File: config.mk
export PLATFORM = sky130hd
export DESIGN_NAME = uart_term_ctrl
export DESIGN_NICKNAME = d
export VERILOG_FILES = /design/src/rtl/uart_term_pkg.sv /design/src/rtl/byte_fifo.sv /design/src/rtl/uart_term_ctrl.sv
export SDC_FILE = /design/constraint.sdc
export NUM_CORES = 1
export LEC_CHECK = 0
export ABC_AREA = 1
export BUFFER_PORTS_ARGS = -buffer_cell sky130_fd_sc_hd__buf_2
export CAP_MARGIN = 30
export CELL_PAD_IN_SITES_DETAIL_PLACEMENT = 2
export CELL_PAD_IN_SITES_GLOBAL_PLACEMENT = 2
export CORE_ASPECT_RATIO = 0.5
export CORE_UTILIZATION = 40
export CTS_BUF_LIST = sky130_fd_sc_hd__clkbuf_8
export DETAILED_ROUTE_END_ITERATION = 6
export PLACE_DENSITY_LB_ADDON = 0.1
export SYNTH_ARGS = -nofsm -noshare
export SYNTH_HDL_FRONTEND = slang
export SYNTH_SLANG_ARGS = --single-unit
File: constraint.sdc
create_clock -name clk -period 4.5 [get_ports clk]
set_input_delay 0.45 -clock clk [delete_from_list [all_inputs] [get_ports clk]]
set_output_delay 0.45 -clock clk [all_outputs]
set_load 0.02 [all_outputs]
File: src/rtl/uart_term_pkg.sv
// Shared constants, FSM state type and byte classifier for the
// UART terminal controller.
package uart_term_pkg;

  localparam logic [7:0] CR       = 8'h0D;
  localparam logic [7:0] BS       = 8'h08;
  localparam logic [7:0] DEL      = 8'h7F;
  localparam logic [7:0] SPACE    = 8'h20;
  localparam logic [7:0] PRINT_LO = 8'h20;
  localparam logic [7:0] PRINT_HI = 8'h7E;

  localparam int DEF_COLS = 80;
  localparam int DEF_ROWS = 30;

  typedef enum logic [1:0] {
    IDLE,
    EXEC,
    ECHO,
    GUARD
  } state_t;

  function automatic logic is_print(input logic [7:0] b);
    return (b >= PRINT_LO) && (b <= PRINT_HI);
  endfunction

endpackage

File: src/rtl/byte_fifo.sv
// Synchronous byte FIFO, head visible combinationally on dout.
// Ports: push/din write, pop read, full/empty status.
module byte_fifo #(
  parameter int DEPTH = 8
) (
  input  logic       clk,
  input  logic       rst_n,
  input  logic       push,
  input  logic       pop,
  input  logic [7:0] din,
  output logic [7:0] dout,
  output logic       full,
  output logic       empty
);

  localparam int AW = $clog2(DEPTH);

  logic [7:0]    mem [DEPTH];
  logic [AW-1:0] rd_ptr;
  logic [AW-1:0] wr_ptr;
  logic [AW:0]   count;
  logic          do_push;
  logic          do_pop;

  assign full  = count == (AW+1)'(DEPTH);
  assign empty = count == '0;
  assign dout  = mem[rd_ptr];

  // A full FIFO that pops this cycle frees a slot for the push.
  assign do_pop  = pop && !empty;
  assign do_push = push && (!full || do_pop);

  always_ff @(posedge clk) begin
    if (do_push) mem[wr_ptr] <= din;
  end

  always_ff @(posedge clk) begin
    if (!rst_n) begin
      rd_ptr <= '0;
      wr_ptr <= '0;
      count  <= '0;
    end else begin
      if (do_push) wr_ptr <= wr_ptr + AW'(1);
      if (do_pop)  rd_ptr <= rd_ptr + AW'(1);
      count <= count + (AW+1)'(do_push)
                     - (AW+1)'(do_pop);
    end
  end

endmodule

File: src/rtl/uart_term_ctrl.sv
// UART-to-text-buffer terminal: captures rx bytes, writes glyphs
// at the cursor, echoes accepted bytes; all outputs registered.
module uart_term_ctrl
  import uart_term_pkg::*;
#(
  parameter int FIFO_DEPTH = 8,
  parameter int COLS       = DEF_COLS,
  parameter int ROWS       = DEF_ROWS,
  parameter int ADDR_W     = 12
) (
  input  logic              clk,
  input  logic              rst_n,
  input  logic              rx_received,
  input  logic [7:0]        rx_data,
  input  logic              tx_busy,
  output logic              tx_start,
  output logic [7:0]        tx_data,
  output logic              wr_en,
  output logic [ADDR_W-1:0] wr_addr,
  output logic [7:0]        wr_char,
  output logic [6:0]        cursor_x,
  output logic [4:0]        cursor_y,
  output logic              overflow
);

  state_t state, state_n;

  logic              rx_prev;
  logic              push;
  logic              pop;
  logic              full;
  logic              empty;
  logic [7:0]        head;
  logic [7:0]        cur, cur_n;
  logic [6:0]        x_n;
  logic [4:0]        y_n;
  logic [4:0]        row_next;
  logic              last_col;
  logic              tx_start_n;
  logic [7:0]        tx_data_n;
  logic              wr_en_n;
  logic [ADDR_W-1:0] wr_addr_n;
  logic [7:0]        wr_char_n;

  function automatic logic [ADDR_W-1:0] addr_of(
    input logic [6:0] x,
    input logic [4:0] y
  );
    return ADDR_W'(y) * ADDR_W'(COLS) + ADDR_W'(x);
  endfunction

  assign push     = rx_received && !rx_prev;
  assign last_col = cursor_x == 7'(COLS-1);
  assign row_next = (cursor_y == 5'(ROWS-1)) ?
                    5'd0 : cursor_y + 5'd1;

  byte_fifo #(
    .DEPTH(FIFO_DEPTH)
  ) u_fifo (
    .clk   (clk),
    .rst_n (rst_n),
    .push  (push),
    .pop   (pop),
    .din   (rx_data),
    .dout  (head),
    .full  (full),
    .empty (empty)
  );

  always_comb begin
    state_n    = state;
    pop        = 1'b0;
    cur_n      = cur;
    x_n        = cursor_x;
    y_n        = cursor_y;
    tx_start_n = 1'b0;
    tx_data_n  = tx_data;
    wr_en_n    = 1'b0;
    wr_addr_n  = wr_addr;
    wr_char_n  = wr_char;
    case (state)
      IDLE: begin
        if (!empty) begin
          pop     = 1'b1;
          cur_n   = head;
          state_n = EXEC;
        end
      end
      EXEC: begin
        state_n = ECHO;
        unique case (1'b1)
          is_print(cur): begin
            wr_en_n   = 1'b1;
            wr_char_n = cur;
            wr_addr_n = addr_of(cursor_x, cursor_y);
            if (last_col) begin
              x_n = 7'd0;
              y_n = row_next;
            end else begin
              x_n = cursor_x + 7'd1;
            end
          end
          (cur == CR): begin
            x_n = 7'd0;
            y_n = row_next;
          end
          (cur == BS || cur == DEL): begin
            // At column 0 the byte is still echoed.
            if (cursor_x != 7'd0) begin
              wr_en_n   = 1'b1;
              wr_char_n = SPACE;
              wr_addr_n = addr_of(cursor_x - 7'd1,
                                  cursor_y);
              x_n       = cursor_x - 7'd1;
            end
          end
          default: state_n = IDLE;
        endcase
      end
      ECHO: begin
        if (!tx_busy) begin
          tx_start_n = 1'b1;
          tx_data_n  = cur;
          state_n    = GUARD;
        end
      end
      // One dead cycle so tx_busy is seen high next time.
      GUARD: state_n = IDLE;
      default: state_n = IDLE;
    endcase
  end

  always_ff @(posedge clk) begin
    if (!rst_n) begin
      state    <= IDLE;
      rx_prev  <= 1'b1;
      cur      <= 8'd0;
      cursor_x <= 7'd0;
      cursor_y <= 5'd0;
      tx_start <= 1'b0;
      tx_data  <= 8'd0;
      wr_en    <= 1'b0;
      wr_addr  <= '0;
      wr_char  <= 8'd0;
      overflow <= 1'b0;
    end else begin
      state    <= state_n;
      rx_prev  <= rx_received;
      cur      <= cur_n;
      cursor_x <= x_n;
      cursor_y <= y_n;
      tx_start <= tx_start_n;
      tx_data  <= tx_data_n;
      wr_en    <= wr_en_n;
      wr_addr  <= wr_addr_n;
      wr_char  <= wr_char_n;
      if (push && full && !pop) overflow <= 1'b1;
    end
  end

endmodule

==> results of run 1 <==
-- cell type report --
type	instances	area (um^2)
multi-input combinational	466	2440
fill	1614	7750
inverter	67	251
sequential	128	3200
clock buffer	17	234
clock inverter	14	146
tap	198	248
timing repair buffer	60	343
-- tightest hold or removal path, delay by kind of cell --
kind,cells,cell delay (ns)
and+or+nand+nor,1,0.05
buffers and inverters,2,0.11
-- metal layers --
| layer | global-route usage | vias to the layer above |
|---|---|---|
| met3 | 0.0438 | 31 |
| met1 | 0.279 | 2456 |
| met4 | 0.0941 | 0 |
| met2 | 0.448 | 77 |
| met5 | 0 | - |
| li1 | - | 2393 |
-- placed cells by master, fill, tap and decap left out --
cell type / count
sky130_fd_sc_hd__a21oi_1: 48
sky130_fd_sc_hd__a21oi_2: 1
sky130_fd_sc_hd__a31oi_1: 1
sky130_fd_sc_hd__and3_1: 1
sky130_fd_sc_hd__buf_16: 1
sky130_fd_sc_hd__buf_2: 54
sky130_fd_sc_hd__buf_4: 4
sky130_fd_sc_hd__buf_8: 1
sky130_fd_sc_hd__bufinv_16: 1
sky130_fd_sc_hd__clkbuf_8: 17
sky130_fd_sc_hd__clkinv_1: 2
sky130_fd_sc_hd__clkinv_4: 2
sky130_fd_sc_hd__clkinvlp_4: 2
sky130_fd_sc_hd__dfxtp_1: 64
sky130_fd_sc_hd__edfxtp_1: 64
sky130_fd_sc_hd__fa_1: 3
sky130_fd_sc_hd__ha_1: 23
sky130_fd_sc_hd__inv_1: 61
sky130_fd_sc_hd__inv_2: 4
sky130_fd_sc_hd__inv_6: 7
sky130_fd_sc_hd__inv_8: 2
sky130_fd_sc_hd__nand2_1: 108
sky130_fd_sc_hd__nand2_2: 9
sky130_fd_sc_hd__nand2_4: 4
sky130_fd_sc_hd__nand3_1: 35
sky130_fd_sc_hd__nand3b_1: 1
sky130_fd_sc_hd__nand4_1: 12
sky130_fd_sc_hd__nor2_1: 117
sky130_fd_sc_hd__nor2_2: 7
sky130_fd_sc_hd__nor2_4: 1
sky130_fd_sc_hd__nor3_1: 2
sky130_fd_sc_hd__nor3b_1: 1
sky130_fd_sc_hd__o211ai_1: 17
sky130_fd_sc_hd__o21ai_0: 60
sky130_fd_sc_hd__or2_2: 1
sky130_fd_sc_hd__xnor2_1: 1
sky130_fd_sc_hd__xor2_1: 13
-- state kept, by name (all words and copies together) (netlist names), named ones only --
signal and cells:
wr_char 8, cursor_x 7, wr_addr 12, overflow 1
cur 8, u_fifo.wr_ptr 3, tx_data 8, u_fifo.count 4
rx_prev 1, tx_start 1, state 1, wr_en 1
u_fifo.rd_ptr 3, cursor_y 5, u_fifo.mem 64
-- final timing paths --
check / to / slack (ns)
hold / removal: rx_prev$_SDFF_PN1_ / 0.18
setup / recovery: wr_addr[10]$_SDFFE_PN0P_ / 1.80
setup reg to reg: wr_addr[10]$_SDFFE_PN0P_ / 1.80
hold reg to reg: tx_data[4]$_SDFFE_PN0P_ / 0.45
-- power by group through the flow --
stage	Clock (mW)	Combinational, mW	Sequential (mW)
after CTS	1.02	1.50	1.50
after global routing	1.06	1.69	1.52
after global placement	0	1.36	1.53
after detailed placement	0	1.48	1.53
final	1.00	1.50	1.50
after floorplan	0	0.995	1.55
-- kinds of logic after synthesis --
group / Yosys count / synth area share
and+or+nand+nor: 299 / 0.213
xor gates and xnor gates: 14 / 0.0203
buffers and inverters: 95 / 0.0656
DFF: 128 / 0.530
adders and majority gates: 26 / 0.0576
AOI/OAI and AO/OA: 127 / 0.113
-- synthesized netlist by cell type (all sizes together) --
| library cell | number |
|---|---|
| a31oi | 1 |
| inv | 65 |
| nand4 | 12 |
| edfxtp | 64 |
| buf | 12 |
| nor3 | 2 |
| nor2 | 125 |
| nand2 | 121 |
| xnor2 | 1 |
| dfxtp | 64 |
| nand3b | 1 |
| nor3b | 1 |
| o21ai | 60 |
| o211ai | 17 |
| clkbuf | 16 |
| ha | 23 |
| or2 | 1 |
| fa | 3 |
| clkinv | 2 |
| nand3 | 35 |
| and3 | 1 |
| a21oi | 49 |
| xor2 | 13 |
==> results.ini, run 1 <==
[cells_and_area]
layout_cell_share_with_drive_strength_beyond_1=0.157
layout.cells.non_filler=950
num_antenna_cells=0
area_growth_syn_to_layout_pct=13.7
design.final.nets=778
utilization_after_layout=0.470
postLayoutCellArea_um2=6870

[pwr]
power_switching_share=0.429
power.static_leakage_nw=2.89
power_frac_clock=0.250
power.combinational.fraction=0.375
finalPower_mw=4.00
p_int_mw=2.28
share_seq_of_total_power=0.375
psw_mw=1.72
cellPowerDensity_nw_per_um2=582
irDropWorstVdd_mv=0.230

[drt]
drt_pre_antenna_iters=4
drt-met1-wl_mm=7.78
maxUsedRoutingLayer=met4
wl_mm=17.7
remaining_drc_errors=0
detail_route.iter0.violations=224
post_drt_via_cell_ratio=5.22
avgRoutedWirePerCell_um=18.6
wl_met2_mm=9.03
vias=4957
route.antenna.remaining_nets=0
wl_met3_um=486

[sta]
final_critical_path_setup_slack_ns=1.80
timing.hold.ws_ns=0.185
finalClockSkew_ns=0.0147
actual_transition_at_the_worst_max_transition_pin_ns=1.00
hold_violations=0
timing.max_slew.rel_slack=0.329
report.final.slew_viol_count=0
fmax_mhz=370
setup_violations_final=0
post-route-period-util=0.600
crit_path_time_final_ns=2.70
grt_setup_unrepaired=false
timing.setup.tns_ns=0

[setup_path]
crit-reg2reg-launch=cursor_x[0]$_SDFFE_PN0P_
worstPathCellList=inv_1 -> ha_1 -> nand2_1 -> xor2_1 -> nand2_1 -> o21ai_0 -> ha_1 -> inv_1 -> fa_1 -> inv_1 -> a21oi_1 -> nor2_1 -> nand3_1 -> inv_1 -> nand2_1 -> a21oi_1 -> nor2_1
critPathMaxFanout=6
critical-path-top-delay-family=adder cells
critical-path-top-cell-by-count=sky130_fd_sc_hd__inv_1
critical-path-max-stage-delay_ns=0.42
setup.worst_path.start=cursor_x[0]$_SDFFE_PN0P_
critical-path-slowest-cell=sky130_fd_sc_hd__dfxtp_1
crit_path_end_kind=flop
critPathRequiredTime_ns=4.84
worst-path-stages=17
timing.critical_path.from_type=flop
length_in_cells_of_the_worst_reg_to_reg_path=17
critPathKind=flop to flop
critical_path_arrival_ns=3.04
sum_of_buffers_and_inverters_on_the_critical_path=4

[clocking]
clock_tree_from_tritoncts=built
clk_latency_worst_skew_pair_ns=0.45
clk_pin_slew_worst_setup_hold_paths_ns=0.09
hold_buffers=0
cts.htree.levels=4
clk_root_buffer_cell=sky130_fd_sc_hd__clkbuf_8
total_clock_buffers_created_by_cts=17
cts_resized=0
clock_tree.buffer_depth=2
cts.sinks=128
postCtsSetupRepairBufs=0

[synth]
syn-cell-area_um2=6040
syn-num-nets=727
post_synth_main_area_contributors=sky130_fd_sc_hd__edfxtp_1, sky130_fd_sc_hd__dfxtp_1, sky130_fd_sc_hd__nor2_1, sky130_fd_sc_hd__nand2_1, sky130_fd_sc_hd__o21ai_0
ys_ff_latch=128
synth_top_area_frac=0.318
mean_instance_size_in_the_synthesized_netlist_um2=8.77
synth-seq-area-share=0.530
synthesis.instances=689
synth.largest_area_cell=sky130_fd_sc_hd__edfxtp_1
synth.yosys.warnings=0
ys_types=33

[floorplan]
io_pins=55
start_util=0.413
rows=31
dieWidth_um=176
die-area_um2=15600
die_height_um=88.9
fp.coreArea_um2=14600

[placement]
post-dp-hpwl_mm=11.8
post_placement_cell_area_um2=6470
buffer_ports.inserted=54
globalplace.congestion=0.812
post_place_setup_slack_ns=1.79
dpl.cell_count=918

[flow_run]
maxCapViolations=0

[global_route]
antenna_found_initial=0
number_of_global_route_vias_before_repair=5316
grt_max_degree=39
grt_overflow_total=0
groute.usage.overall=0.240
grt_first_pass_wirelength_mm=28.0

[run_status]
run_status=completed

[hold_path]
hold_path_class=primary input to flop
whs_path_cells=3
worstHoldStart=rx_received

Note: power is estimated with default switching activity, not from simulation.
==> run 2, diff against run 1 <==
--- a/config.mk
+++ b/config.mk
@@ -5,13 +5,13 @@
 export SDC_FILE = /design/constraint.sdc
 export NUM_CORES = 1
 export LEC_CHECK = 0
-export ABC_AREA = 1
+export ABC_AREA = 0
 export BUFFER_PORTS_ARGS = -buffer_cell sky130_fd_sc_hd__buf_2
 export CAP_MARGIN = 30
 export CELL_PAD_IN_SITES_DETAIL_PLACEMENT = 2
 export CELL_PAD_IN_SITES_GLOBAL_PLACEMENT = 2
 export CORE_ASPECT_RATIO = 0.5
-export CORE_UTILIZATION = 40
+export CORE_UTILIZATION = 38
 export CTS_BUF_LIST = sky130_fd_sc_hd__clkbuf_8
 export DETAILED_ROUTE_END_ITERATION = 6
 export PLACE_DENSITY_LB_ADDON = 0.1
==> constraint.sdc (replaced) <==
create_clock -name clk -period 2.36 [get_ports clk]
set_input_delay 0.236 -clock clk [delete_from_list [all_inputs] [get_ports clk]]
set_output_delay 0.236 -clock clk [all_outputs]
set_load 0.02 [all_outputs]
==> run 2 against run 1 <==
Net effect:
- the flow now finishes with violations (negative setup slack)
- first-iteration DRC count decreased by 23%
- sequential power increased by 80%
- register-to-register slack got worse by 2.1 ns
- flip-flop and latch count unchanged
- critical path type unchanged
- hold slack got worse by 0.13 ns
- routed wire length decreased by 3.0%
- synthesized cell count decreased by 30%
- global-route usage decreased by 2.4 points
- via count decreased by 13%
==> results.ini, run 2 <==
[run_status]
run_status=finished with violations
failed_checks=negative setup slack

[drt]
vias=4311  ; -13%
route.antenna.remaining_nets=0  ; unchanged
post_drt_via_cell_ratio=5.23  ; +0.27%
wl_mm=17.1  ; -3.0%
detail_route.iter0.violations=173  ; -23%
remaining_drc_errors=0  ; unchanged
drt_pre_antenna_iters=5  ; +1
avgRoutedWirePerCell_um=20.8  ; +12%

[global_route]
grt_overflow_total=0  ; unchanged
groute.usage.overall=0.215  ; -0.0243
number_of_global_route_vias_before_repair=4496  ; -15%
antenna_found_initial=0  ; unchanged
grt_max_degree=31  ; -21%
grt_first_pass_wirelength_mm=25.2  ; -10%

[synth]
ys_types=60  ; +82%
synthesis.instances=485  ; -30%
syn-num-nets=523  ; -28%
synth_simple_gate_area_frac=0.122  ; -0.0908
synthArstFlopShare=0  ; unchanged
post_synth_most_frequent_cells=sky130_fd_sc_hd__dfxtp_1, sky130_fd_sc_hd__edfxtp_1, sky130_fd_sc_hd__nor2_1, sky130_fd_sc_hd__nand2_1, sky130_fd_sc_hd__mux2i_1
synthMuxAreaShare=0.103  ; +0.103
ys_ff_latch=128  ; unchanged
post_synth_main_area_contributors=sky130_fd_sc_hd__edfxtp_1, sky130_fd_sc_hd__dfxtp_1, sky130_fd_sc_hd__mux4_2, sky130_fd_sc_hd__ha_1, sky130_fd_sc_hd__mux2i_1
synth.largest_area_cell=sky130_fd_sc_hd__edfxtp_1
syn-cell-area_um2=5810  ; -3.8%
dominantRegCellSynth=sky130_fd_sc_hd__edfxtp_1
synth.yosys.warnings=0  ; unchanged
dominant_combinational_cell_family_by_area_after_synthesis=simple AND/OR/NAND/NOR gates
synthXorXnorAreaFrac=0.0286  ; +0.00833
mean_instance_size_in_the_synthesized_netlist_um2=12.0  ; +37%
number_of_enable_flip_flop_cells_after_synthesis=64  ; unchanged
synth_compound_area_frac=0.102  ; -0.0115
synth-seq-area-share=0.551  ; +0.0209
synth_top_area_frac=0.331  ; +0.0125
synth_fa_ha_area_frac=0.0598  ; +0.00227

[sta]
finalClockSkew_ns=0.0191  ; +0.00445 ns
timing.hold.ws_ns=0.0558  ; -0.129 ns
crit_path_time_final_ns=2.64  ; -0.0574 ns
final_critical_path_setup_slack_ns=-0.282  ; -2.08 ns
report.final.slew_viol_count=0  ; unchanged
hold_violations=0  ; unchanged
actual_transition_at_the_worst_max_transition_pin_ns=0.631  ; -0.372 ns
timing.max_slew.rel_slack=0.579  ; +0.250
post-route-period-util=1.12  ; +0.520
fmax_mhz=379  ; +2.2%
setup_violations_final=6  ; +6
grt_setup_unrepaired=true

[placement]
post-dp-hpwl_mm=11.0  ; -6.9%
post_placement_cell_area_um2=6750  ; +4.3%
globalplace.congestion=0.794  ; -2.3%
buffer_ports.inserted=54  ; unchanged
dpl.cell_count=774  ; -16%

[setup_path]
crit-reg2reg-launch=cur[6]$_SDFFE_PN0P_
crit_path_end_kind=flop
timing.critical_path.to=wr_addr[10]$_SDFFE_PN0P_
timing.critical_path.from_type=flop
timing.rr.end=wr_addr[10]$_SDFFE_PN0P_
critPathRequiredTime_ns=2.68  ; -2.16 ns
setup.worst_path.start=cur[6]$_SDFFE_PN0P_
ff2ff_setup_slack_ns=-0.28  ; -2.08 ns
worstPathCellList=nor4_4 -> a22o_4 -> nand4_1 -> xnor2_1 -> ha_2 -> inv_2 -> fa_2 -> nor2b_2 -> o21ai_2 -> nor3b_2 -> xnor2_1 -> a21oi_1
critical-path-top-cell-by-count=sky130_fd_sc_hd__xnor2_1
critical-path-slowest-cell=sky130_fd_sc_hd__dfxtp_4
critical-path-max-stage-delay_ns=0.37  ; -0.05 ns
length_in_cells_of_the_worst_reg_to_reg_path=12  ; -5
critical_path_arrival_ns=2.96  ; -0.08 ns
critPathKind=flop to flop
critPathMaxFanout=4  ; -2

[pwr]
irDropWorstVdd_mv=0.405  ; +77%
finalPower_mw=7.35  ; +84%
power.static_leakage_nw=2.88  ; -0.35%
cellPowerDensity_nw_per_um2=988  ; +70%

[floorplan]
rows=31  ; unchanged
die_height_um=89.5  ; +0.62%
fp.coreArea_um2=14700  ; +0.53%
dieWidth_um=177  ; +0.63%
die-area_um2=15800  ; +1.3%
io_pins=55  ; unchanged
start_util=0.395  ; -0.0178

[clocking]
clock_tree.buffer_depth=2  ; unchanged
cts.htree.levels=4  ; unchanged
clk_latency_worst_skew_pair_ns=0.45  ; about the same
clk_pin_slew_worst_setup_hold_paths_ns=0.08  ; about the same
clk_root_buffer_cell=sky130_fd_sc_hd__clkbuf_8
total_clock_buffers_created_by_cts=17  ; unchanged
clock_tree_from_tritoncts=built
cts.sinks=128  ; unchanged

[cells_and_area]
seqCellArea_um2=3220  ; +0.51%
num_antenna_cells=0  ; unchanged
postLayoutCellArea_um2=7440  ; +8.3%
reg_top3=u_fifo.mem x64, wr_addr x12
final_common_cell=sky130_fd_sc_hd__buf_4
design.final.nets=651  ; -16%
largest_register_ff_count=64  ; unchanged
final.fill_count=1476  ; -8.6%
layout.cells.non_filler=824  ; -13%
layout_cell_share_with_drive_strength_beyond_1=0.358  ; +0.201
total_area_of_multi_input_combinational_cells_um2=2620  ; +7.2%
most-common-layout-cells=sky130_fd_sc_hd__buf_4, sky130_fd_sc_hd__edfxtp_1, sky130_fd_sc_hd__dfxtp_1
utilization_after_layout=0.506  ; +0.0362
top_register=u_fifo.mem
area_growth_syn_to_layout_pct=27.9

[flow_run]
maxCapViolations=0  ; unchanged

[hold_path]
worstHoldStart=rx_data[6]
hold_path_class=primary input to flop

run 2: changes by cell type after synthesis, sizes merged, moves of 24 or more:
cell   before  now
mux2i       0   24
o21ai      60   19
inv        65   16
nor2      125   60
a21oi      49   19
nand3      35   10
nand2     121   28
run 2: final cells by class:
| class | instances | share of cell area |
|---|---|---|
| Timing Repair Buffer | 135 | 0.123 |
| Clock inverter | 15 | 0.0197 |
| Tap cell | 198 | 0.0333 |
| Clock buffer | 17 | 0.0315 |
| Multi-Input combinational cell | 315 | 0.352 |
| Sequential cell | 128 | 0.433 |
| Inverter | 16 | 0.00808 |
run 2: logic make-up (layout without fill, tap and decap cells):
logic type / after synthesis / count (layout)
AO/OA/AOI/OAI: 87 / 87
buffers and inverters: 43 / 183
XOR/XNOR: 19 / 19
AND/OR/NAND/NOR: 142 / 143
multiplexers: 40 / 40
adder cells (fa/ha/maj): 26 / 26
flip-flops: 128 / 128
run 2: metrics by stage:
| stage | setup TNS [ns] | worst slack [ns] |
|---|---|---|
| 3_5_place_dp | -1.05 | -0.309 |
| 5_1_grt | -2.12 | -0.450 |
| 4_1_cts | -0.952 | -0.234 |
| 3_3_place_gp | -0.427 | -0.193 |
| 6_report | -1.16 | -0.282 |
| 2_1_floorplan | -0.362 | -0.175 |
run 2: worst min path at each step:
stage,end,slack (ns),depth (start not counted)
global route,u_fifo.mem[7][6]$_DFFE_PP_,0.03,1
CTS,u_fifo.mem[7][6]$_DFFE_PP_,0.03,1
global placement,wr_char[7]$_SDFFE_PN0P_,0.42,2
floorplan,tx_start$_SDFF_PN0_,0.32,1
detailed placement,wr_char[7]$_SDFFE_PN0P_,0.43,2
finish,u_fifo.mem[7][6]$_DFFE_PP_,0.06,1
run 2: report_power, final:
group | internal, mW | leakage, nW | switching, mW
clock | 0.931 | 0.200 | 0.935
combinational | 1.26 | 1.58 | 1.53
sequential | 2.54 | 1.10 | 0.158
total | 4.73 | 2.88 | 2.62
run 2: worst max-delay path, delay by kind of cell (launching register included):
kind | cells | cell delay, ns
compound gates | 3 | 0.35
xor+xnor | 2 | 0.36
flops | 1 | 0.37
simple gates | 4 | 0.80
fa+ha+maj | 2 | 0.59
buf+inv | 1 | 0.05
run 2: metal layers:
metal,GRT usage,vias up,part of all wire
li1,-,2038,-
met5,0,-,0
met2,0.378,75,0.50
met3,0.0459,19,0.031
met1,0.272,2179,0.46
met4,0.0643,0,0.010
run 2: repair_timing:
action / 4_1_cts / 5_1_grt
hold buffers: 2 / 0
setup buffers: 13 / 8
gates cloned: 0 / 1
endpoints found under the setup margin: 6 / 27
resized for setup: 6 / 24
hold endpoints to repair: 2 / 0
pin swaps: 14 / 16
